==> config.mk <==
export PLATFORM = sky130hd
export DESIGN_NAME = fp_operand_unpack
export DESIGN_NICKNAME = d
export VERILOG_FILES = /design/src/rtl/fp_operand_unpack.sv
export SDC_FILE = /design/constraint.sdc
export NUM_CORES = 1
export LEC_CHECK = 0
export ABC_AREA = 1
export CORE_ASPECT_RATIO = 1.25
export CORE_UTILIZATION = 45
export CTS_CLUSTER_DIAMETER = 30
export DETAILED_ROUTE_END_ITERATION = 7
export GPL_TIMING_DRIVEN = 0
export PLACE_DENSITY = 0.7
export SETUP_SLACK_MARGIN = 0.3
export SLEW_MARGIN = 20
export SYNTH_ARGS = -nofsm -noshare
export SYNTH_HDL_FRONTEND = slang
export SYNTH_SLANG_ARGS = --single-unit
==> constraint.sdc <==
create_clock -name clk -period 17.4 [get_ports clk]
set_input_delay 2.61 -clock clk [delete_from_list [all_inputs] [get_ports clk]]
set_output_delay 2.61 -clock clk [all_outputs]
set_load 0.05 [all_outputs]
==> src/rtl/fp_operand_unpack.sv <==
// fp_operand_unpack
//   Unpacks three raw IEEE-754 operands (half, single or double) into 16-bit
//   class words {is_zero,is_norm,is_inf,is_nan,sign,exp[10:0]} plus a
//   right-justified {hidden,frac} mantissa. The pipeline has two stages with
//   valid/ready flow control. Stage 1 captures the raw fields and stage 2
//   classifies them onto the output registers.
// Ports
//   clk, rst                 clock, asynchronous active-high reset
//   in_valid/in_ready        operand-set handshake
//   precision                11 double, 10 single, 01 half, 00 double
//   in_tag                   opaque tag carried with the set
//   a_raw, b_raw, c_raw      raw operands (narrow formats use the low bits)
//   out_valid/out_ready      result handshake
//   a/b/c_cls, a/b/c_man     class words and mantissas
//   out_prec, out_tag        precision and tag of the result set
//   snan_flag, clr_flags     sticky signalling-NaN flag and its clear

// Per-operand datapath: stage-1 field extract plus stage-2 classify.
module fp_unpack_lane (
  input  logic        clk,
  input  logic        rst,
  input  logic        s1_en,
  input  logic        s2_en,
  input  logic [1:0]  prec_in,
  input  logic [1:0]  s1_prec,
  input  logic [63:0] raw,
  output logic        snan,
  output logic [15:0] cls,
  output logic [52:0] man
);
  logic        sign_d, sign_q;
  logic [10:0] exp_d, exp_q;
  logic [51:0] frac_d, frac_q;
  logic [15:0] cls_d, cls_q;
  logic [52:0] man_d, man_q;
  logic [10:0] emax;
  logic        frac_msb, is_zero, is_norm, is_inf, is_nan;

  always_comb begin
    sign_d = raw[63];
    exp_d  = raw[62:52];
    frac_d = raw[51:0];
    case (prec_in)
      2'b01: begin
        sign_d = raw[15];
        exp_d  = {6'd0, raw[14:10]};
        frac_d = {42'd0, raw[9:0]};
      end
      2'b10: begin
        sign_d = raw[31];
        exp_d  = {3'd0, raw[30:23]};
        frac_d = {29'd0, raw[22:0]};
      end
      default: ;
    endcase
  end

  always_comb begin
    emax     = 11'h7FF;
    frac_msb = frac_q[51];
    case (s1_prec)
      2'b01: begin emax = 11'h01F; frac_msb = frac_q[9];  end
      2'b10: begin emax = 11'h0FF; frac_msb = frac_q[22]; end
      default: ;
    endcase
    is_zero = (exp_q == 11'd0) && (frac_q == 52'd0);
    is_norm = (exp_q != 11'd0) && (exp_q != emax);
    is_inf  = (exp_q == emax) && (frac_q == 52'd0);
    is_nan  = (exp_q == emax) && (frac_q != 52'd0);
    // quiet bit clear marks a signalling NaN
    snan    = is_nan & ~frac_msb;
    cls_d   = {is_zero, is_norm, is_inf, is_nan, sign_q, exp_q};
    // hidden bit sits just above the format's fraction, not at bit 52
    man_d   = {is_norm, frac_q};
    case (s1_prec)
      2'b01:   man_d = {42'd0, is_norm, frac_q[9:0]};
      2'b10:   man_d = {29'd0, is_norm, frac_q[22:0]};
      default: ;
    endcase
  end

  always_ff @(posedge clk or posedge rst) begin
    if (rst) begin
      sign_q <= 1'b0;
      exp_q  <= '0;
      frac_q <= '0;
      cls_q  <= '0;
      man_q  <= '0;
    end else begin
      if (s1_en) begin
        sign_q <= sign_d;
        exp_q  <= exp_d;
        frac_q <= frac_d;
      end
      if (s2_en) begin
        cls_q <= cls_d;
        man_q <= man_d;
      end
    end
  end

  assign cls = cls_q;
  assign man = man_q;
endmodule

module fp_operand_unpack #(
  parameter int TAGW = 4
) (
  input  logic            clk,
  input  logic            rst,
  input  logic            in_valid,
  output logic            in_ready,
  input  logic [1:0]      precision,
  input  logic [TAGW-1:0] in_tag,
  input  logic [63:0]     a_raw,
  input  logic [63:0]     b_raw,
  input  logic [63:0]     c_raw,
  output logic            out_valid,
  input  logic            out_ready,
  output logic [15:0]     a_cls,
  output logic [15:0]     b_cls,
  output logic [15:0]     c_cls,
  output logic [52:0]     a_man,
  output logic [52:0]     b_man,
  output logic [52:0]     c_man,
  output logic [1:0]      out_prec,
  output logic [TAGW-1:0] out_tag,
  output logic            snan_flag,
  input  logic            clr_flags
);
  localparam int NUM_LANES = 3;

  logic                  s1_valid_d, s1_valid_q, s2_valid_d, s2_valid_q;
  logic                  s1_load, s2_load, snan_d, snan_q;
  logic [1:0]            s1_prec_d, s1_prec_q, out_prec_d, out_prec_q;
  logic [TAGW-1:0]       s1_tag_d, s1_tag_q, out_tag_d, out_tag_q;
  logic [NUM_LANES-1:0]  lane_snan;
  logic [NUM_LANES-1:0][63:0] raw;
  logic [NUM_LANES-1:0][15:0] cls;
  logic [NUM_LANES-1:0][52:0] man;

  assign raw = {c_raw, b_raw, a_raw};

  always_comb begin
    s2_load    = ~s2_valid_q | out_ready;
    s1_load    = ~s1_valid_q | s2_load;
    s1_valid_d = s1_load ? in_valid : s1_valid_q;
    s2_valid_d = s2_load ? s1_valid_q : s2_valid_q;
    s1_prec_d  = (s1_load & in_valid) ? precision : s1_prec_q;
    s1_tag_d   = (s1_load & in_valid) ? in_tag : s1_tag_q;
    out_prec_d = (s2_load & s1_valid_q) ? s1_prec_q : out_prec_q;
    out_tag_d  = (s2_load & s1_valid_q) ? s1_tag_q : out_tag_q;
    // set dominates clear
    snan_d     = (snan_q & ~clr_flags) | (s2_load & s1_valid_q & (|lane_snan));
  end

  for (genvar i = 0; i < NUM_LANES; i++) begin : g_lane
    fp_unpack_lane u_lane (
      .clk     (clk),
      .rst     (rst),
      .s1_en   (s1_load & in_valid),
      .s2_en   (s2_load & s1_valid_q),
      .prec_in (precision),
      .s1_prec (s1_prec_q),
      .raw     (raw[i]),
      .snan    (lane_snan[i]),
      .cls     (cls[i]),
      .man     (man[i])
    );
  end

  always_ff @(posedge clk or posedge rst) begin
    if (rst) begin
      s1_valid_q <= 1'b0;
      s2_valid_q <= 1'b0;
      s1_prec_q  <= '0;
      s1_tag_q   <= '0;
      out_prec_q <= '0;
      out_tag_q  <= '0;
      snan_q     <= 1'b0;
    end else begin
      s1_valid_q <= s1_valid_d;
      s2_valid_q <= s2_valid_d;
      s1_prec_q  <= s1_prec_d;
      s1_tag_q   <= s1_tag_d;
      out_prec_q <= out_prec_d;
      out_tag_q  <= out_tag_d;
      snan_q     <= snan_d;
    end
  end

  assign in_ready  = s1_load;
  assign out_valid = s2_valid_q;
  assign out_prec  = out_prec_q;
  assign out_tag   = out_tag_q;
  assign snan_flag = snan_q;
  assign a_cls = cls[0];
  assign b_cls = cls[1];
  assign c_cls = cls[2];
  assign a_man = man[0];
  assign b_man = man[1];
  assign c_man = man[2];
endmodule

# Word-level counts from Yosys, hierarchy flattened
# Cells that the tools add are included.
[word_totals]
elab_cells = 89
ff_bits = 414
[classes]
reduce_logical = 25
muxes = 16
bitwise = 16
eq_ne = 10
[ops]
columns = ["cell", "n"]
rows = [
  ["53-bit one-hot mux with 2 select lines", 3],
  ["52-bit one-hot mux with 2 select lines", 3],
  ["52-bit logical NOT", 3],
  ["52-bit nonzero test", 3],
  ["11-bit one-hot mux with 2 select lines", 4],
  ["11-bit equality test", 3],
  ["11-bit logical NOT", 3],
  ["11-bit inequality test", 3],
  ["11-bit nonzero test", 3],
  ["1-bit logical AND", 12],
  ["1-bit one-hot mux with 2 select lines", 6],
  ["1-bit AND", 7],
  ["1-bit inverter", 6],
  ["2-bit by 1-bit equality test with 1-bit output (second input constant)", 2],
  ["2-bit equality test (second input constant)", 2],
  ["1-bit bitwise OR", 3],
  ["3-bit OR reduction", 1],
]

# Logic depth before layout (Yosys ltp)
[logic_depth]
ltp_word = 8
mapped_depth = 12
ltp_nobuf = 11

# By module
# From an unflattened synthesis, not the netlist that was laid out.
[hier_totals]
cells_unflattened = 1984
area_unflattened_um2 = 17206.5
[modules_own_cells]
columns = ["module", "seq_area_each_um2", "area_per_inst_um2", "instances", "cells_per_inst"]
rows = [
  ["fp_unpack_lane at g_lane[0].u_lane ...", 3328.2, 5511.5, 2, 636],
  ["fp_unpack_lane at g_lane[2].u_lane", 3328.2, 5577.8, 1, 644],
  ["fp_operand_unpack", 375.4, 605.6, 1, 68],
]

# Worst setup path before layout
# OpenSTA, ideal clock, no wires.
[synth_timing]
path_type = "input port to output port"
start = "in out_ready"
end = "out in_ready"
n_path_buf = 0
t_required_ns = 14.790
stages = 2
t_arrival_ns = 2.951
setup_slack_ns = 11.839
path_cell_list = "inv_1 > nand3_2"
[synth_via]
elab_chain_cells = 2
[synth_lines]
columns = ["item", "line_no", "text"]
rows = [
  ["from (decl)", "119", "input logic out_ready,"],
  ["1-bit bitwise OR", "145", "s2_load = ~s2_valid_q | out_ready;"],
  ["1-bit bitwise OR", "146", "s1_load = ~s1_valid_q | s2_load;"],
  ["to (decl)", "112", "output logic in_ready,"],
]
# Every way passes these cells.

# Worst setup path after layout
# Same ends and word-level chain as after synthesis.

==> impl_metrics.ini <==
[sta]
worstMarginPinSlew_ps = 758
rsz0062_at_grt = no
final_max_slew_viol_count = 0
min_period_ps = 6680
max_slew_margin_pct = 49.5
hold_slack_ps = 474
timing_hold_violations_final = 0
finalSetupViolCount = 0
skew_ps = 27.3
setup_slack_ps = 10720
fin_crit_sh_pct = 38.4
fmax_mhz = 150

[min_path]
holdPathEnd = g_lane[1].u_lane.man[40]$_DFFE_PP0P_
hold_start = g_lane[1].u_lane.man[40]$_DFFE_PP0P_
hold_path.class = reg2reg
hold_depth = 2

[final_layout]
regArea_sq_um = 10400
fin_nets = 2688
layout.cells.most_common_list = nand2_1 (640), clkdlybuf4s50_1 (418), dfrtp_1 (414), o21ai_0 (348), nor2_1 (131)
fin_util_pct = 65.6
layout_commonest_cell = nand2_1
areaGrowthSynthToFinish_pct = 43.6
fillers = 3158
drive_above_1_share_pct = 9.64
multi_input_area_sq_um = 5920
fin_area_sq_um = 25000

[worst_setup_path]
timing.rr.start = s1_prec_q[0]$_DFFE_PP0P_
cp_data_arrival_time_ps = 4070
worstPathRequired_ps = 14790
endpoint_kind = primary output
reg2reg_to = g_lane[0].u_lane.cls[14]$_DFFE_PP0P_
path_class = in2out
r2r_slack_ps = 15290
worstRegToRegCells = 8
critPathLaunchType = primary input
cp_max_fo = 3

[routing]
drtIter0Drc = 1172
finalWirelength_um = 65700
detail-route-antenna-nets = 0
firstDrtPassIters = 5
post_drt_wl_per_cell_um = 21.6
num_vias = 16600
drc = 0
via_per_inst = 5.43

[die]
num_rows = 80
die_w_um = 178
core_area_sq_um = 38100
die_h_um = 222
ios = 419
die_area_sq_um = 39500
start_util_pct = 45.7

[cts]
cts.reportedPaths.clkPinSlew_ps = 40
cts_htree_levels = 3
cts-resized-gates = 0
clockBufferDepth = 3
cts_hold_buffers = 0
cts_sinks = 414
cts-root-buf = clkbuf_16
cts_made_buffers = 77
clock_latency_ps = 600
cts_setup_buffers = 0
cts_tree = built

[global_routing]
grt_pass1_wl_um = 98300
grt_max_degree = 103
antenna_found_initial = 14
first_global_vias = 16600
overflow = 0
grt.total_usage_pct = 33.6

[power_and_ir_drop]
total_power_w = 0.00404
powerDensity_nw_per_um2 = 161
power_leakage_nw = 11.3
peakVddDrop_uv = 139

[place]
placed_cell_area_sq_um = 22400
place_hpwl_um = 48400
portBuffers = 418
dpl_worst_slack_ps = 10710
place_congestion = 0.937

[yosys]
ys_types = 29
yosysTopAreaCell = dfrtp_1
synth-seq-cells = 414
yosys-top-cells-area = dfrtp_1 (59%), nand2_1 (14%), o21ai_0 (10%), nor2_1 (2.8%), inv_1 (2.3%)
synth_fp_nets = 2187
synthesis.area_sq_um = 17400
postSynthAreaPerCell_sq_um = 8.81
synth_top_area_share_pct = 59.4
syn_inst = 1980
seq_area_frac_synth_pct = 59.4
ys_warn_count = 0

[outcome]
status = finished clean

[job]
drv_cap = 0
==> stage by stage <==
stage / TNS, ps / cells
after floorplan: 0 / 1980
after global placement: -550670 / 2890
after detailed placement: 0 / 2894
after CTS: 0 / 3033
after global routing: 0 / 3048
final: 0 / 3048
==> Yosys cell counts <==
cell type  number
inv_2           4
a22o_1         18
nand3_2         2
a31oi_1         9
a21oi_1        12
o21ai_1        17
buf_4          12
nand2_4         1
o21ai_0       348
ha_1            4
buf_2          63
nand2_1       640
nor2_4          2
clkbuf_1       34
inv_4           1
dfrtp_1       414
buf_1           2
nand2_2         2
nor3_2          1
nand4_1         6
nor3_1          5
o31ai_1        26
or2_2           1
o31ai_2         1
buf_6          17
o22ai_1        19
inv_1         108
nand3_1        80
nor2_1        131
==> worst max path at each step <==
stage | start | to | slack, ps | cells after the start
6_report | out_ready | in_ready | 10720 | 4
5_1_grt | out_ready | in_ready | 10650 | 4
4_1_cts | out_ready | in_ready | 10710 | 4
3_5_place_dp | out_ready | in_ready | 10710 | 4
3_3_place_gp | rst | g_lane[0].u_lane.man[37]$_DFFE_PP0P_ | -1390 | 2
2_1_floorplan | rst | g_lane[0].u_lane.cls[0]$_DFFE_PP0P_ | 3270 | 1
==> registers in the layout, summed over array words and instances (netlist names) <==
signal,flops
g_lane.u_lane.man,159
g_lane.u_lane.frac_q,156
g_lane.u_lane.cls,48
g_lane.u_lane.exp_q,33
out_tag,4
s1_tag_q,4
g_lane.u_lane.sign_q,3
out_prec,2
s1_prec_q,2
out_valid,1
s1_valid_q,1
snan_flag,1
==> where the power goes <==
| group | switching [W] | leakage, nW | internal (W) |
|---|---|---|---|
| registers | 0.000138 | 5.35 | 0.00115 |
| clock network | 0.000514 | 1.29 | 0.000986 |
| logic | 0.000862 | 4.67 | 0.000387 |
==> area by class of cell <==
class,count,area share (%)
tap,492,2.46
multi-input combinational,1325,23.6
buffer,128,2.92
antenna,15,0.150
sequential,414,41.4
timing repair buffer,422,17.2
clock buffer,102,9.01
clock inverter,37,1.54
inverter,113,1.73
==> per-layer routing <==
| layer | vias up | global-route usage, % | routed length, um |
|---|---|---|---|
| li1 | 7476 | - | - |
| met1 | 8086 | 41.0 | 24700 |
| met2 | 830 | 54.6 | 32100 |
| met3 | 166 | 8.11 | 5800 |
| met4 | 0 | 17.8 | 3120 |
| met5 | - | 0 | 0 |
==> critical path: stages <==
cell             delay [ps]
clkdlybuf4s50_1         460
inv_1                    50
nand3_2                  90
clkdlybuf4s50_1         860
==> logic make-up after synthesis <==
group	Yosys count	synth area share, %
flops	414	59.4
simple gates	871	19.7
compound gates	450	13.9
buf+inv	241	6.65
fa+ha+maj	4	0.287
Power figures use the tool's default switching activity.
